[src/rtl/sfx_event_queue.sv]
// rtl/sfx_event_queue.sv - prioritised sound-event FIFO with paced dispatch to a tone player
//
// Collects one-cycle sound-event requests, keeps the highest-priority one per
// cycle in a small FIFO, and hands entries to a downstream tone player one at
// a time. Each sound is followed by a silent gap before the next one starts.
//
// Optional feature: define SFX_COALESCE_EN to merge a request whose id equals
// the current tail entry instead of queueing a duplicate.
//
// Parameters:
//   DEPTH        FIFO entries (power of 2, 2..16)
//   GAP_CYCLES   silent cycles between sounds
//   BUSY_TIMEOUT cycles to wait for player_busy to rise after a start
//
// Ports:
//   clk          in   system clock, rising edge
//   reset        in   synchronous active-high reset
//   ev_req[3:0]  in   one-cycle event pulses, bit 3 highest priority
//   player_busy  in   high while the player is sounding
//   play_start   out  one-cycle start pulse to the player
//   play_id[1:0] out  id of the sound being started, held until next start
//   q_count      out  number of queued entries
//   q_full       out  queue holds DEPTH entries
//   drop_cnt     out  saturating count of cycles that discarded a request

module sfx_event_queue #(
  parameter int DEPTH        = 4,
  parameter int GAP_CYCLES   = 100_000,
  parameter int BUSY_TIMEOUT = 16
) (
  input  logic                       clk,
  input  logic                       reset,
  input  logic [3:0]                 ev_req,
  input  logic                       player_busy,
  output logic                       play_start,
  output logic [1:0]                 play_id,
  output logic [$clog2(DEPTH):0]     q_count,
  output logic                       q_full,
  output logic [7:0]                 drop_cnt
);

  localparam int AW = $clog2(DEPTH);
  localparam int CW = AW + 1;
  localparam int GW = ($clog2(GAP_CYCLES) > 0) ? $clog2(GAP_CYCLES) : 1;
  localparam int TW = ($clog2(BUSY_TIMEOUT) > 0) ? $clog2(BUSY_TIMEOUT) : 1;
  localparam logic [GW-1:0] GAP_LAST = GW'(GAP_CYCLES - 1);
  localparam logic [TW-1:0] TMO_LAST = TW'(BUSY_TIMEOUT - 1);
  localparam logic [CW-1:0] CNT_FULL = CW'(DEPTH);

  typedef enum logic [1:0] {
    IDLE      = 2'd0,
    WAIT_BUSY = 2'd1,
    WAIT_DONE = 2'd2,
    GAP       = 2'd3
  } state_t;

  state_t          state_q, state_d;
  logic [TW-1:0]   tmo_q, tmo_d;
  logic [GW-1:0]   gap_q, gap_d;
  logic [1:0]      mem_q [DEPTH];
  logic [1:0]      mem_d [DEPTH];
  logic [AW-1:0]   rd_ptr_q, rd_ptr_d;
  logic [AW-1:0]   wr_ptr_q, wr_ptr_d;
  logic [CW-1:0]   count_q, count_d;
  logic            full_q, full_d;
  logic [7:0]      drop_q, drop_d;
  logic            play_start_q, play_start_d;
  logic [1:0]      play_id_q, play_id_d;

  logic            has_req;
  logic            multi_req;
  logic [1:0]      win_id;
  logic            pop;
  logic            bypass;
  logic            merge;
  logic            push;
  logic            full_drop;
`ifdef SFX_COALESCE_EN
  logic [1:0]      tail_id;
`endif

  always_comb begin
    has_req   = |ev_req;
    // More than one bit set means priority losers are discarded this cycle.
    multi_req = (ev_req & (ev_req - 4'd1)) != 4'd0;
    if (ev_req[3])      win_id = 2'd3;
    else if (ev_req[2]) win_id = 2'd2;
    else if (ev_req[1]) win_id = 2'd1;
    else                win_id = 2'd0;

    state_d      = state_q;
    tmo_d        = tmo_q;
    gap_d        = gap_q;
    play_start_d = 1'b0;
    play_id_d    = play_id_q;
    pop          = 1'b0;
    bypass       = 1'b0;

    case (state_q)
      IDLE: begin
        if (!player_busy) begin
          if (count_q != '0) begin
            pop          = 1'b1;
            play_start_d = 1'b1;
            play_id_d    = mem_q[rd_ptr_q];
            state_d      = WAIT_BUSY;
            tmo_d        = '0;
          end else if (has_req) begin
            // Empty queue and idle player: start immediately, never stored.
            bypass       = 1'b1;
            play_start_d = 1'b1;
            play_id_d    = win_id;
            state_d      = WAIT_BUSY;
            tmo_d        = '0;
          end
        end
      end
      WAIT_BUSY: begin
        if (player_busy) begin
          state_d = WAIT_DONE;
          tmo_d   = '0;
        end else if (tmo_q == TMO_LAST) begin
          // Player never acknowledged; still enforce the gap before retrying.
          state_d = GAP;
          tmo_d   = '0;
          gap_d   = '0;
        end else begin
          tmo_d = tmo_q + TW'(1);
        end
      end
      WAIT_DONE: begin
        if (!player_busy) begin
          state_d = GAP;
          gap_d   = '0;
        end
      end
      GAP: begin
        if (gap_q == GAP_LAST) begin
          state_d = IDLE;
          gap_d   = '0;
        end else begin
          gap_d = gap_q + GW'(1);
        end
      end
      default: state_d = IDLE;
    endcase

`ifdef SFX_COALESCE_EN
    tail_id = mem_q[wr_ptr_q - AW'(1)];
    merge   = has_req && !bypass && (count_q != '0) && (tail_id == win_id);
`else
    merge   = 1'b0;
`endif

    // A pop in the same cycle frees a slot, so a full queue still accepts.
    push      = has_req && !bypass && !merge && ((count_q != CNT_FULL) || pop);
    full_drop = has_req && !bypass && !merge && (count_q == CNT_FULL) && !pop;

    mem_d    = mem_q;
    wr_ptr_d = wr_ptr_q;
    rd_ptr_d = rd_ptr_q;
    if (push) begin
      mem_d[wr_ptr_q] = win_id;
      wr_ptr_d        = wr_ptr_q + AW'(1);
    end
    if (pop) begin
      rd_ptr_d = rd_ptr_q + AW'(1);
    end

    case ({push, pop})
      2'b10:   count_d = count_q + CW'(1);
      2'b01:   count_d = count_q - CW'(1);
      default: count_d = count_q;
    endcase
    full_d = (count_d == CNT_FULL);

    drop_d = drop_q;
    if ((multi_req || full_drop) && (drop_q != 8'hFF)) begin
      drop_d = drop_q + 8'd1;
    end
  end

  always_ff @(posedge clk) begin
    if (reset) begin
      state_q      <= IDLE;
      tmo_q        <= '0;
      gap_q        <= '0;
      rd_ptr_q     <= '0;
      wr_ptr_q     <= '0;
      count_q      <= '0;
      full_q       <= 1'b0;
      drop_q       <= 8'd0;
      play_start_q <= 1'b0;
      play_id_q    <= 2'd0;
      for (int i = 0; i < DEPTH; i++) mem_q[i] <= 2'd0;
    end else begin
      state_q      <= state_d;
      tmo_q        <= tmo_d;
      gap_q        <= gap_d;
      rd_ptr_q     <= rd_ptr_d;
      wr_ptr_q     <= wr_ptr_d;
      count_q      <= count_d;
      full_q       <= full_d;
      drop_q       <= drop_d;
      play_start_q <= play_start_d;
      play_id_q    <= play_id_d;
      for (int i = 0; i < DEPTH; i++) mem_q[i] <= mem_d[i];
    end
  end

  assign play_start = play_start_q;
  assign play_id    = play_id_q;
  assign q_count    = count_q;
  assign q_full     = full_q;
  assign drop_cnt   = drop_q;

endmodule

[config.mk]
export PLATFORM = sky130hd
export DESIGN_NAME = sfx_event_queue
export DESIGN_NICKNAME = d
export VERILOG_FILES = /design/src/rtl/sfx_event_queue.sv
export SDC_FILE = /design/constraint.sdc
export NUM_CORES = 1
export LEC_CHECK = 0
export CAP_MARGIN = 10
export CORE_MARGIN = 2
export CORE_UTILIZATION = 58
export DETAILED_ROUTE_END_ITERATION = 6
export PLACE_DENSITY = 0.79
export SYNTH_ARGS = -nofsm -noshare
export SYNTH_HDL_FRONTEND = slang
export SYNTH_SLANG_ARGS = --single-unit
[constraint.sdc]
create_clock -name clk -period 3.21 [get_ports clk]
set_input_delay 0.4815 -clock clk [delete_from_list [all_inputs] [get_ports clk]]
set_output_delay 0.4815 -clock clk [all_outputs]
set_load 0.05 [all_outputs]
==> impl_metrics.yaml, run 1 <==
timing:
  setup_viol_count_final: 0
  finalCritPeriodShare: 0.8898
  rsz0062_at_grt: "no"
  min_period_ps: 2856
  maxSlewHeadroom: 0.5983
  finalSetupTns_ps: 0
  max_freq_ghz: 0.3501
  clock_skew_ps: 7.769
  hold_viol: 0
  worst_slew_pin_slew_ps: 599.3
  maxSlewViolCount: 0
power:
  p_per_area_mw_per_mm2: 685.6
  peakVddDrop_mv: 0.6979
  leakagePower_nw: 1.200
floorplanning:
  die_area_mm2: 0.005400
  start_util: 0.5968
  dieHeight_um: 73.49
  die_w_um: 73.49
  io-pin-count: 22
  core_mm2: 0.004692
  row_count: 25
critical_path:
  crit_fanout: 5
  path_class: "input port to register"
  path_delay_family: "adder cells"
  cp-start-kind: "input port"
  rrSetupSlack_ps: 460
  path_depth: 11
  cp-endpoint: "q_full"
  worstRegToRegCells: 12
  cpMostUsedCell: "xor2_1"
  cp_data_required_time_ps: 3410
  arrival_ps: 3050
  cp-end-kind: "register"
  crit_slowest_cell: "clkdlybuf4s50_1"
  reg2reg_to: "q_full"
  critPathLaunch: "player_busy"
  reg2reg_from: "state_q[0]"
  crit_chain: "clkdlybuf4s50_1 > nand2b_2 > xor2_1 > o21ai_0 > ha_1 > inv_1 > fa_1 > xor2_1 > nor2_1 > xnor2_1 > nor3_1"
  cpPeakStageDelay_ps: 480
  critPathBufInv: 2
clocking:
  htreeDepth: 2
  clockBufferDepth: 2
  postCtsSetupBuffers: 0
  cts_sinks: 50
  tritoncts: "done"
  cts_resized: 0
  root_buffer: "clkbuf_8"
  cts_hold_buffers: 0
  clock_latency_ps: 310
  clkTransAtPathRegs_ps: 90
  numCtsBuffers: 5
yosys:
  ys_seq_area_frac: 0.3575
  avgSynthCellArea_um2: 9.062
  synth_top_area_frac: 0.3575
  syn_nets: 330
  async_reset_ff_frac: 0
  yosys.area.top_type: "dfxtp_1"
  synthDistinctLibCells: 64
  synth_enable_flop_cells: 0
  synthCells: 309
  ys_ff_latch: 50
  synth_area_leaders: "dfxtp_1, nor2_1, ha_1"
  ys.flop_type: "dfxtp_1"
  synth.cell_area_mm2: 0.002800
  ys_warn_count: 0
min_path:
  hold_class: "register to register"
  worstHoldStart: "gap_q[1]"
placed_design:
  gp_congestion: 0.8154
  dp_hpwl_um: 3877
  numPortBuffers: 21
cells_and_area:
  layout_commonest_cell: "dfxtp_1"
  area_growth_syn_to_layout_pct: 12.24
  layout-drive-gt1-share: 0.1027
  layout_common_cells: "dfxtp_1, nor2_1, clkdlybuf4s50_1"
  fin_nets: 351
  num-fill-cells: 390
  final_util: 0.6699
  antenna_cells: 0
global_route:
  grt_usage: 0.2164
  grt_first_pass_wirelength_um: 9232
  antenna_found_initial: 0
  grt_overflow_total: 0
  grt_max_degree: 28
  grt_pass1_vias: 2067
job:
  drv_cap: 0
route:
  routedWlPerCell_um: 13.90
  drtAntennaViolNets: 0
  first_pass_iters: 5
  drcViolationCount: 0
  wl_um: 5351
  drt_iter0_drc: 121
  vias_per_cell: 5.790
  vias: 2229
status:
  status: "completed"
-- flip-flops by register name, summed over array words and instances, names as in the netlist, 2 cells and up --
signal and flops:
gap_q 17, tmo_q 4, play_id 2, rd_ptr_q 2
mem_q 8, wr_ptr_q 2, drop_cnt 8, q_count 3
state_q 2
-- worst min path at each step --
stage                          end  slack (ps)  depth (start not counted)
after CTS                 gap_q[1]         500                          2
after global routing      mem_q[3]         520                          2
final                     gap_q[1]         500                          2
after global placement    tmo_q[3]         470                          2
after detailed placement  mem_q[3]         480                          2
after floorplan           tmo_q[3]         460                          2
-- Yosys cell counts (7+ instances only) --
cell       n
inv_1     14
nor2_1    46
o211ai_1  11
ha_1      13
dfxtp_1   50
nand4_1    7
o21ai_0   13
mux2i_1   14
xor2_1     9
nand2_1   20
a21oi_1   16
-- metal layers --
metal	up-vias	global-route usage	wire length, um
met5	-	0	0
met4	0	0.04848	59
met3	8	0.05350	162
met2	26	0.3859	2758
met1	1055	0.2613	2371
li1	1140	-	-
-- logic make-up (layout without fill, tap and decap cells) --
logic type | count (synthesis) | in the layout | share of synthesized area
xor+xnor | 13 | 13 | 0.04066
buf+inv | 23 | 45 | 0.03976
flops | 50 | 50 | 0.3575
simple gates | 130 | 130 | 0.2569
compound gates | 58 | 58 | 0.1528
fa+ha+maj | 15 | 15 | 0.06881
mux | 20 | 20 | 0.08355
-- worst register-to-register path, delay by kind of cell, from the launching register on --
| family | cells | cell delay, ps |
|---|---|---|
| adder cells (fa/ha/maj) | 3 | 870 |
| AND/OR/NAND/NOR | 3 | 310 |
| AO/OA/AOI/OAI | 1 | 420 |
| XOR/XNOR | 3 | 510 |
| buffers and inverters | 2 | 190 |
| flip-flops | 1 | 340 |
-- per-stage QoR --
step           std cells  worst slack (ps)  hold slack, ps  area (um2)  total power [mW]
3_3_place_gp         377             103.6           467.4        3034             1.707
3_5_place_dp         377             27.63           478.7        3034             1.725
5_1_grt              385             133.6           516.4        3143             2.282
2_1_floorplan        309             641.4           457.7        2800             1.527
6_report             385             353.6           499.3        3143             2.155
4_1_cts              385             349.6           496.6        3143             2.167
-- power by group --
part / total (mW) / leakage (nW) / switching (mW) / internal (mW)
clock network: 0.448 / 0.0579 / 0.218 / 0.230
registers: 0.806 / 0.406 / 0.0901 / 0.716
logic: 0.901 / 0.736 / 0.531 / 0.370
-- cell type report --
| cell class | instances | area (um2) | share of cell area |
|---|---|---|---|
| Multi-Input combinational cell | 236 | 1688 | 0.5370 |
| Tap cell | 54 | 67.56 | 0.02150 |
| Timing Repair Buffer | 23 | 225.2 | 0.07166 |
| Sequential cell | 50 | 1001 | 0.3185 |
| Inverter | 14 | 52.55 | 0.01672 |
| Clock buffer | 5 | 68.82 | 0.02189 |
| Clock inverter | 3 | 40.04 | 0.01274 |
Power figures use the tool's default switching activity.
==> inputs of run 2 (changes only) <==
Settings changed: CAP_MARGIN 10 to 20, CORE_ASPECT_RATIO from default to 1.4, HOLD_SLACK_MARGIN from default to 0.02.
==> impl_metrics.yaml, run 2 (same netlist as run 1, synthesis figures left out) <==
timing:
  setup_viol_count_final: 0
  max_freq_ghz: 0.3532
  finalSetupTns_ps: 0
  clock_skew_ps: 8.602
  maxSlewViolCount: 0
  hold_viol: 0
  setup_slack_ps: 378.9
  rsz0062_at_grt: "no"
  finalCritPeriodShare: 0.8820
  worst_slew_pin_slew_ps: 585.4
  maxSlewHeadroom: 0.6076
  min_period_ps: 2831
route:
  wl_met2_um: 2959
  wl_met3_um: 145
  drt_iter0_drc: 126
  wl_met1_um: 2272
  drtAntennaViolNets: 0
  first_pass_iters: 4
  highest_layer: "met4"
  drcViolationCount: 0
  vias_per_cell: 5.707
  vias: 2243
  routedWlPerCell_um: 13.95
  wl_um: 5481
placed_design:
  dp_hpwl_um: 4079
  gp_congestion: 0.8119
  dp_cells: 385
  pre_cts_slack_ps: 140.2
  detailed_place.area_mm2: 0.003044
  numPortBuffers: 21
clocking:
  root_buffer: "clkbuf_8"
  postCtsSetupBuffers: 0
  clkTransAtPathRegs_ps: 90
  tritoncts: "done"
  numCtsBuffers: 5
  cts_resized: 0
  cts_sinks: 50
  cts_hold_buffers: 0
  clockBufferDepth: 2
  clock_latency_ps: 310
  htreeDepth: 2
cells_and_area:
  layout_commonest_cell: "dfxtp_1"
  largest_reg_flops: 17
  stdcell_count: 393
  fin_nets: 351
  top_register: "gap_q"
  num-fill-cells: 402
  layout-drive-gt1-share: 0.1027
  area_growth_syn_to_layout_pct: 12.11
  layout_common_cells: "dfxtp_1, nor2_1, clkdlybuf4s50_1"
  design_area_mm2: 0.003139
  antenna_cells: 0
critical_path:
  path_delay_family: "simple AND/OR/NAND/NOR gates"
  rrSetupSlack_ps: 470
  crit_fanout: 8
  cpPeakStageDelay_ps: 630
  critPathBufInv: 2
  crit_slowest_cell: "or4_4"
  reg2reg_to: "q_full"
  arrival_ps: 3010
  crit_chain: "clkdlybuf4s50_1 > or4_4 > o21ai_0 > ha_1 > inv_1 > fa_1 > xor2_1 > nor2_1 > xnor2_1 > nor3_1"
  path_class: "input port to register"
  worstRegToRegCells: 12
  cp-end-kind: "register"
  cp-start-kind: "input port"
  cp_data_required_time_ps: 3390
  reg2reg_from: "state_q[0]"
global_route:
  grt_max_degree: 35
  antenna_found_initial: 0
  grt_first_pass_wirelength_um: 9770
  grt_usage: 0.2227
  grt_pass1_vias: 2251
  grt_overflow_total: 0
floorplanning:
  row_count: 29
  die_w_um: 62.73
  io-pin-count: 22
  dieHeight_um: 86.21
  die_area_mm2: 0.005408
  start_util: 0.6077
  core_mm2: 0.004608
min_path:
  worstHoldStart: "gap_q[1]"
  hold_class: "register to register"
  min_to: "gap_q[1]"
  worstHoldPathCells: 2
power:
  p_per_area_mw_per_mm2: 676.3
  leakagePower_nw: 1.190
  peakVddDrop_mv: 0.5243
  finalPower_mw: 2.123
job:
  drv_cap: 0
status:
  status: "completed"
## run 2: changes by cell type in the layout (fill, tap and decap cells not counted), sizes merged
| cell | change |
|---|---|
| bufinv | -1 |
| clkbuf | +1 |
| clkinvlp | +1 |
| clkinv | -1 |
## run 2: final cells by class
type	instances	area (um2)	area share
timing repair buffer	23	225.2	0.07174
inverter	14	52.55	0.01674
multi-input combinational	236	1688	0.5377
tap	62	77.57	0.02471
sequential	50	1001	0.3189
clock inverter	2	12.51	0.003986
clock buffer	6	82.58	0.02631
## run 2: layer usage
| metal | global-route usage | vias to the layer above |
|---|---|---|
| met5 | 0 | - |
| met4 | 0.08889 | 0 |
| met3 | 0.04026 | 10 |
| met2 | 0.4282 | 38 |
| met1 | 0.2390 | 1051 |
| li1 | - | 1144 |
## run 2: per-stage QoR
stage | util | hold slack [ps]
3_5_place_dp | 0.6606 | 482.3
6_report | 0.6812 | 496.9
3_3_place_gp | 0.6606 | 471.8
5_1_grt | 0.6812 | 529.0
2_1_floorplan | - | 457.7
4_1_cts | 0.6812 | 496.3
## run 2: worst max path at each step
stage | startpoint | depth (start not counted) | to | slack, ps
CTS | ev_req[2] | 10 | q_full | 400
global placement | ev_req[2] | 10 | q_full | 270
floorplan | q_count[2] | 9 | q_full | 640
global route | player_busy | 11 | q_full | 210
finish | ev_req[2] | 10 | q_full | 380
detailed placement | ev_req[2] | 10 | q_full | 140
## run 2: worst register-to-register path: stages, from the launching register on
cell and delay (ps):
dfxtp_1 340, inv_1 130, ha_1 230, nand2b_2 130
xor2_1 210, o21ai_0 310, ha_1 270, inv_1 70
fa_1 390, xor2_1 160, nor2_1 120, xnor2_1 160
nor3_1 70
## run 2: power breakdown
| group | internal [mW] | switching, mW |
|---|---|---|
| Combinational | 0.383 | 0.547 |
| Sequential | 0.716 | 0.0920 |
| Clock | 0.174 | 0.211 |
| Total | 1.27 | 0.850 |
==> inputs of run 3 (changes only) <==
Settings changed: CAP_MARGIN 20 to default, CORE_UTILIZATION 58 to 45, PLACE_DENSITY 0.79 to 0.64.
==> impl_metrics.yaml, run 3 (same netlist as run 1, synthesis figures left out) <==
status:
  status: "completed"
power:
  finalPower_mw: 2.114
  p_per_area_mw_per_mm2: 667.5
  peakVddDrop_mv: 0.4503
  leakagePower_nw: 1.200
route:
  drt_iter0_drc: 97
  drcViolationCount: 0
  routedWlPerCell_um: 13.49
  drtAntennaViolNets: 0
  wl_um: 5464
  vias_per_cell: 5.464
  vias: 2213
  first_pass_iters: 6
clocking:
  root_buffer: "clkbuf_8"
  cts_hold_buffers: 0
  cts_sinks: 50
  tritoncts: "done"
  clkTransAtPathRegs_ps: 90
  clockBufferDepth: 2
  numCtsBuffers: 5
  clock_latency_ps: 300
  postCtsSetupBuffers: 0
  cts_resized: 0
  htreeDepth: 2
cells_and_area:
  layout-drive-gt1-share: 0.1081
  stdcell_count: 405
  top_register: "gap_q"
  area_growth_syn_to_layout_pct: 13.09
  layout_common_cells: "dfxtp_1, nor2_1, clkdlybuf4s50_1"
  multi_input_area_mm2: 0.001688
  num-fill-cells: 608
  fin_nets: 353
  seqCellArea_mm2: 0.001001
  final_util: 0.5170
  largest_reg_flops: 17
  layout_commonest_cell: "dfxtp_1"
  antenna_cells: 0
timing:
  clock_skew_ps: 7.091
  min_period_ps: 2688
  finalCritPeriodShare: 0.8372
  maxSlewHeadroom: 0.6525
  setup_viol_count_final: 0
  hold_viol: 0
  max_freq_ghz: 0.3721
  worst_slew_pin_slew_ps: 515.8
  rsz0062_at_grt: "no"
  maxSlewViolCount: 0
  finalSetupTns_ps: 0
floorplanning:
  dieHeight_um: 97.34
  die_area_mm2: 0.006879
  io-pin-count: 22
  row_count: 34
  die_w_um: 70.67
  start_util: 0.4571
  core_mm2: 0.006126
min_path:
  hold_class: "register to register"
  worstHoldPathCells: 2
global_route:
  grt_max_degree: 47
  top_usage_layer: "met2"
  grt_usage: 0.1654
  gr-usage-met3: 0.02593
  grt_overflow_total: 0
  gr-usage-met2: 0.3179
  antenna_found_initial: 0
  grt_util_met1: 0.1837
  grt_pass1_vias: 2121
  grt_first_pass_wirelength_um: 9404
placed_design:
  gp_congestion: 0.8156
  dp_cells: 397
  dp_hpwl_um: 4215
  numPortBuffers: 21
critical_path:
  cp-end-kind: "register"
  path_class: "input port to register"
  worstRegToRegCells: 11
  cp_data_required_time_ps: 3390
  crit_fanout: 8
  arrival_ps: 2860
  cp-start-kind: "input port"
job:
  drv_cap: 0
[run 3: layout make-up]
cell class / instances / area share
Clock buffer: 6 / 0.02608
Clock inverter: 2 / 0.003951
Sequential cell: 50 / 0.3161
Timing Repair Buffer: 25 / 0.07586
Multi-Input combinational cell: 236 / 0.5330
Tap cell: 72 / 0.02845
Inverter: 14 / 0.01659
[run 3: report_power, final]
part | switching [mW] | internal [mW] | total, mW
clock network | 0.207 | 0.174 | 0.381
registers | 0.0896 | 0.716 | 0.806
logic | 0.542 | 0.385 | 0.927
[run 3: path summary, 6_finish.rpt]
path	end	startpoint	slack (ps)
worst max-delay path	q_full	ev_req[2]	520
worst max register to register	q_full	state_q[1]	650
worst min register to register	tmo_q[0]	tmo_q[0]	490
worst min-delay path	tmo_q[0]	tmo_q[0]	490
[run 3: critical path, cell delays in order]
cell	delay [ps]
clkdlybuf4s50_1	460
or4_4	620
o21ai_0	150
ha_1	230
inv_1	60
fa_1	370
xor2_1	150
nor2_1	110
xnor2_1	150
nor3_1	70
[run 3: routing by layer]
metal / share of wire / up-vias
li1: - / 1146
met1: 0.42 / 1038
met2: 0.55 / 24
met3: 0.021 / 5
met4: 0.010 / 0
met5: 0 / -
[run 3: stage by stage]
step / setup WS (ps) / area [um2] / hold WS, ps
3_3_place_gp: 247.2 / 3072 / 470.1
5_1_grt: 334.5 / 3167 / 521.6
3_5_place_dp: 202.1 / 3072 / 479.9
2_1_floorplan: 641.4 / 2800 / 457.7
4_1_cts: 517.6 / 3167 / 494.8
6_report: 522.5 / 3167 / 494.1
